$ cat config.mk
export PLATFORM = sky130hd
export DESIGN_NAME = rr_mux_arb
export DESIGN_NICKNAME = d
export VERILOG_FILES = /design/src/rtl/rr_mux_pkg.sv /design/src/rtl/rr_arbiter.sv /design/src/rtl/rr_mux_arb.sv
export SDC_FILE = /design/constraint.sdc
export NUM_CORES = 1
export LEC_CHECK = 0
export ABC_AREA = 1
export ABC_CLOCK_PERIOD_IN_PS = 2800
export BUFFER_PORTS_ARGS = -buffer_cell sky130_fd_sc_hd__buf_2
export CAP_MARGIN = 20
export CORE_MARGIN = 4
export CORE_UTILIZATION = 44
export DETAILED_ROUTE_END_ITERATION = 8
export HOLD_SLACK_MARGIN = 0.08
export MAX_ROUTING_LAYER = met4
export PLACE_DENSITY_LB_ADDON = 0.12
export SYNTH_ARGS = -nofsm -noshare
export SYNTH_HDL_FRONTEND = slang
export SYNTH_SLANG_ARGS = --single-unit
$ cat constraint.sdc
create_clock -name clk -period 2.8 [get_ports clk]
set_input_delay 0.14 -clock clk [delete_from_list [all_inputs] [get_ports clk]]
set_output_delay 0.14 -clock clk [all_outputs]
set_load 0.02 [all_outputs]
$ cat src/rtl/rr_mux_pkg.sv
// rr_mux_pkg: shared constants and index-width helper for the arbitrating mux.
// Contents:
//   MODE_FIXED / MODE_RR  arbitration mode selectors
//   idx_w(n)              bits needed to encode an index in [0, n-1]
package rr_mux_pkg;

    localparam int MODE_FIXED = 0;
    localparam int MODE_RR    = 1;

    function automatic int idx_w(input int n);
        return (n > 1) ? $clog2(n) : 1;
    endfunction

endpackage

$ cat src/rtl/rr_arbiter.sv
// rr_arbiter: combinational N-way arbiter, fixed priority or round-robin.
// Ports:
//   req_i      per-channel request
//   ptr_i      round-robin start index (ignored when MODE = MODE_FIXED)
//   gnt_o      one-hot grant, zero when no request
//   gnt_idx_o  encoded index of the granted channel, zero when no request
module rr_arbiter
    import rr_mux_pkg::*;
#(
    parameter  int N    = 3,
    parameter  int MODE = MODE_FIXED,
    localparam int SW   = idx_w(N)
) (
    input  logic [N-1:0]  req_i,
    input  logic [SW-1:0] ptr_i,
    output logic [N-1:0]  gnt_o,
    output logic [SW-1:0] gnt_idx_o
);

    logic          found;
    logic [SW-1:0] idx;

    // ptr_i is always < N, so one conditional subtraction keeps the result < N.
    function automatic logic [SW-1:0] wrap(input logic [SW-1:0] p, input int k);
        int s;
        s = int'(p) + k;
        return SW'((s >= N) ? s - N : s);
    endfunction

    // Both searches let the last hit win: round-robin walks from the far end
    // of the rotated order back towards ptr, fixed walks upward so the
    // highest index survives.
    always_comb begin
        found = 1'b0;
        idx   = '0;
        if (MODE == MODE_RR) begin
            for (int k = N - 1; k >= 0; k--) begin
                if (req_i[wrap(ptr_i, k)]) begin
                    found = 1'b1;
                    idx   = wrap(ptr_i, k);
                end
            end
        end else begin
            for (int k = 0; k < N; k++) begin
                if (req_i[k]) begin
                    found = 1'b1;
                    idx   = SW'(k);
                end
            end
        end
    end

    assign gnt_o     = found ? (N'(1) << idx) : '0;
    assign gnt_idx_o = idx;

endmodule

$ cat src/rtl/rr_mux_arb.sv
// rr_mux_arb: N-channel W-bit arbitrating mux with a registered valid/ready output stage.
// Ports:
//   clk, rst_n    clock, asynchronous active-low reset
//   in_valid_i    per-channel request
//   in_data_i     packed channel data, channel i at [i*W +: W]
//   in_ready_o    per-channel accept, one-hot or zero
//   out_valid_o   output register holds a word
//   out_data_o    registered data of the granted channel
//   out_sel_o     index of the channel that produced out_data_o
//   out_ready_i   consumer takes out_data_o this cycle
module rr_mux_arb
    import rr_mux_pkg::*;
#(
    parameter  int N    = 3,
    parameter  int W    = 8,
    parameter  int MODE = MODE_FIXED,
    localparam int SW   = idx_w(N)
) (
    input  logic           clk,
    input  logic           rst_n,
    input  logic [N-1:0]   in_valid_i,
    input  logic [N*W-1:0] in_data_i,
    output logic [N-1:0]   in_ready_o,
    output logic           out_valid_o,
    output logic [W-1:0]   out_data_o,
    output logic [SW-1:0]  out_sel_o,
    input  logic           out_ready_i
);

    logic          valid_q, valid_d;
    logic [W-1:0]  data_q, data_d;
    logic [SW-1:0] sel_q, sel_d;
    logic [SW-1:0] ptr_q, ptr_d;
    logic [N-1:0]  gnt;
    logic [SW-1:0] gnt_idx;
    logic          load_en;
    logic          xfer;

    rr_arbiter #(.N(N), .MODE(MODE)) u_arb (
        .req_i     (in_valid_i),
        .ptr_i     (ptr_q),
        .gnt_o     (gnt),
        .gnt_idx_o (gnt_idx)
    );

    // The register can take a word when empty or when it drains this cycle,
    // which gives one word per cycle with no bubble under out_ready_i.
    assign load_en    = !valid_q || out_ready_i;
    assign in_ready_o = load_en ? gnt : '0;
    // gnt only ever marks a requesting channel, so any ready bit is a transfer.
    assign xfer       = |in_ready_o;

    always_comb begin
        valid_d = xfer || (valid_q && !out_ready_i);
        data_d  = xfer ? in_data_i[gnt_idx*W +: W] : data_q;
        sel_d   = xfer ? gnt_idx : sel_q;
        ptr_d   = (MODE == MODE_RR && xfer) ? ((gnt_idx == SW'(N - 1)) ? '0 : gnt_idx + SW'(1)) : ptr_q;
    end

    always_ff @(posedge clk or negedge rst_n) begin
        if (!rst_n) begin
            valid_q <= 1'b0;
            data_q  <= '0;
            sel_q   <= '0;
            ptr_q   <= '0;
        end else begin
            valid_q <= valid_d;
            data_q  <= data_d;
            sel_q   <= sel_d;
            ptr_q   <= ptr_d;
        end
    end

    assign out_valid_o = valid_q;
    assign out_data_o  = data_q;
    assign out_sel_o   = sel_q;

endmodule

==> metrics.md <==
| Metric | Value |
|---|---|
| Layout cell share with drive strength beyond 1 | 41.9% |
| DPL Wire Length | 1430 um |
| Fillers | 133 |
| Slowest stage delay, CP | 400 ps |
| Largest net degree at the start of global routing | 13 |
| Number of nets in the layout | 167 |
| Max IR drop VDD | 0.000271 V |
| Total via count in the routed design | 767 |
| CTS max path bufs | 2 |
| RSZ-0062 raised after global routing | no |
| Max Freq | 0.661 GHz |
| Mean Syn Cell Area | 7.41 um2 |
| Critical Path Source Type | register |
| Min-delay worst type | input pin to register |
| Final-report max-slew violation count | 0 |
| Residual DRC | 0 |
| Initial core utilization | 49.3% |
| Pwr dens | 486 mW/mm2 |
| Number of port buffers | 43 |
| Reg clk slew, reported paths | 70 ps |
| Area share of the largest cell type after synthesis | 40.4% |
| Final instance area | 915 um2 |
| WL final | 1730 um |
| Status | finished clean |
| Register area share after synthesis | 40.4% |
| Post-synthesis instance area | 682 um2 |
| Rel. slew slack | 72.2% |
| Drt pass-1 iters | 4 |
| Most frequent cells in the layout | buf_2 (43), nand2_1 (42), dfrtp_1 (11) |
| Die Wd | 47.4 um |
| Placed cell areas | 878 um2 |
| Slowest cell on crit path | dfrtp_1 |
| DR vias/cell | 5.08 |
| Synthesized flop and latch total | 11 |
| CP required | 2660 ps |
| Vias in the first global route | 716 |
| Clock sink count | 11 |
| Post-route minimum period | 1510 ps |
| Synth cell types | 13 |
| CTS buffer count | 3 |
| Reg2Reg Launch Point | out_valid_o$_DFF_PN0_ |
| Final setup fails | 0 |
| Fin util | 66.2% |
| Synth area leaders | dfrtp_1 (40%), nand2_1 (23%), nand4_1 (9.2%) |
| Delay-heaviest family, CP | simple AND/OR/NAND/NOR gates |
| Resize count post-CTS | 0 |
| Final ANT Viol Nets | 0 |
| Grt ovf | 0 |
| Tot GR Track Use | 18.3% |
| Setup Skew | 3.58 ps |
| Final Power | 0.000445 W |
| Hold path cells | 3 |
| CTS tree | built |
| Top Ports | 44 |
| Hold Startpoint | in_valid_i[0] |
| Crit share post-route | 54.0% |
| Antenna cells | 0 |
| Post-Synthesis Cells | 92 |
| Leak | 0.545 nW |
| Max cap viols | 0 |
| Slew @ Worst Pin | 415 ps |
| Row count | 13 |
| Core Footprint | 0.00138 mm2 |
| Yosys warns | 0 |
| Critical path, cell by cell | nand2_2, nand3_1, inv_2, buf_2 |
| Later-pin clock latency in the skew report | 270 ps |
| Crit path arrival time | 1370 ps |
| Crit. End Element | output pin |
| Largest area contributor in the netlist | dfrtp_1 |
| Chip height | 47.4 um |
| CP Max Fanout | 11 |
| Most common cell after layout, fill and taps aside | buf_2 |
| Setup TNS | 0 ps |
| Die area | 0.00224 mm2 |
| Routed wire per std cell | 11.5 um |
| Endpoints failing hold | 0 |
| Clk root buf | clkbuf_4 |
| H-tree Lvls | 1 |
| WP buf/inv | 2 |
| Drt initial violations | 15 |
| R2r worst-path depth | 4 |
| R2R setup slack | 1600 ps |
| Final RePlAce weighted congestion | 0.739 |
| Initial antenna violation count | 0 |
| First-pass GRT wire length | 2720 um |
| CP Class | register to output pin |
| Reg2reg end | out_data_o[6]$_DFFE_PN0P_ |
| Hold Path End | out_valid_o$_DFF_PN0_ |
| P&R area growth vs syn | 34.1% |
| Syn_nets | 122 |
==> cells by family after synthesis <==
| family | count (synthesis) | share of synthesized area [%] |
|---|---|---|
| AOI/OAI and AO/OA | 1 | 3.12 |
| buffers and inverters | 12 | 10.3 |
| DFF | 11 | 40.4 |
| and+or+nand+nor | 68 | 46.2 |
==> synthesized netlist by cell type <==
cell type and number:
a31oi_4 1, buf_4 2, buf_6 2, dfrtp_1 11, inv_1 3, inv_2 4
inv_4 1, nand2_1 42, nand2_2 3, nand3_1 10, nand4_1 10, nor2_1 1
nor2_4 2
==> registers in the layout, summed over array words and instances (netlist names) <==
signal / cells
out_sel_o: 2
out_valid_o: 1
out_data_o: 8
==> worst max path at each step <==
| stage | from | endpoint | slack (ps) | cells after the start |
|---|---|---|---|---|
| 6_report | out_valid_o$_DFF_PN0_ | in_ready_o[0] | 1290 | 4 |
| 5_1_grt | out_valid_o$_DFF_PN0_ | in_ready_o[0] | 1200 | 4 |
| 4_1_cts | out_valid_o$_DFF_PN0_ | in_ready_o[0] | 1290 | 4 |
| 3_5_place_dp | in_valid_i[2] | in_ready_o[0] | 1460 | 5 |
| 3_3_place_gp | in_valid_i[2] | in_ready_o[0] | 1470 | 5 |
| 2_1_floorplan | out_valid_o$_DFF_PN0_ | in_ready_o[0] | 1720 | 4 |
==> power breakdown <==
group / switching [W] / internal [W] / leakage [nW]
clock network: 0.0000522 / 0.0000551 / 0.0150
logic: 0.0000897 / 0.0000553 / 0.398
registers: 0.0000109 / 0.000182 / 0.132
==> worst reg2reg max path: stages (launching register included) <==
cell	delay [ps]
dfrtp_1	400
nand2_2	120
nand3_1	320
nand4_1	190
nand2_1	70
==> final cells by class <==
type / instances / area [um2] / share of cell area (%)
inverter: 8 / 32.5 / 3.56
timing repair buffer: 44 / 225 / 24.6
clock buffer: 4 / 26.3 / 2.87
tap: 15 / 18.8 / 2.05
sequential: 11 / 275 / 30.1
multi-input combinational: 69 / 337 / 36.8
==> stage by stage <==
step | hold WS, ps | cells | setup slack, ps
2_1_floorplan | -156 | 92 | 1720
3_3_place_gp | 16.8 | 146 | 1470
3_5_place_dp | 15.9 | 146 | 1460
4_1_cts | 153 | 151 | 1290
5_1_grt | 153 | 151 | 1200
6_report | 171 | 151 | 1290
==> per-layer routing <==
metal  wire [um]  vias to the layer above  global-route usage (%)
li1            -                      388                       -
met5           0                        -                       -
met3         139                        5                    6.90
met2         873                       26                    31.3
met1         693                      348                    18.2
met4          23                        0                    8.29
==> timing repair <==
| action | 4_1_cts | 5_1_grt |
|---|---|---|
| endpoints found under the hold margin | 11 | 0 |
| buffers inserted | 0 | 0 |
| hold buffers | 1 | 0 |
Power figures use the tool's default switching activity.
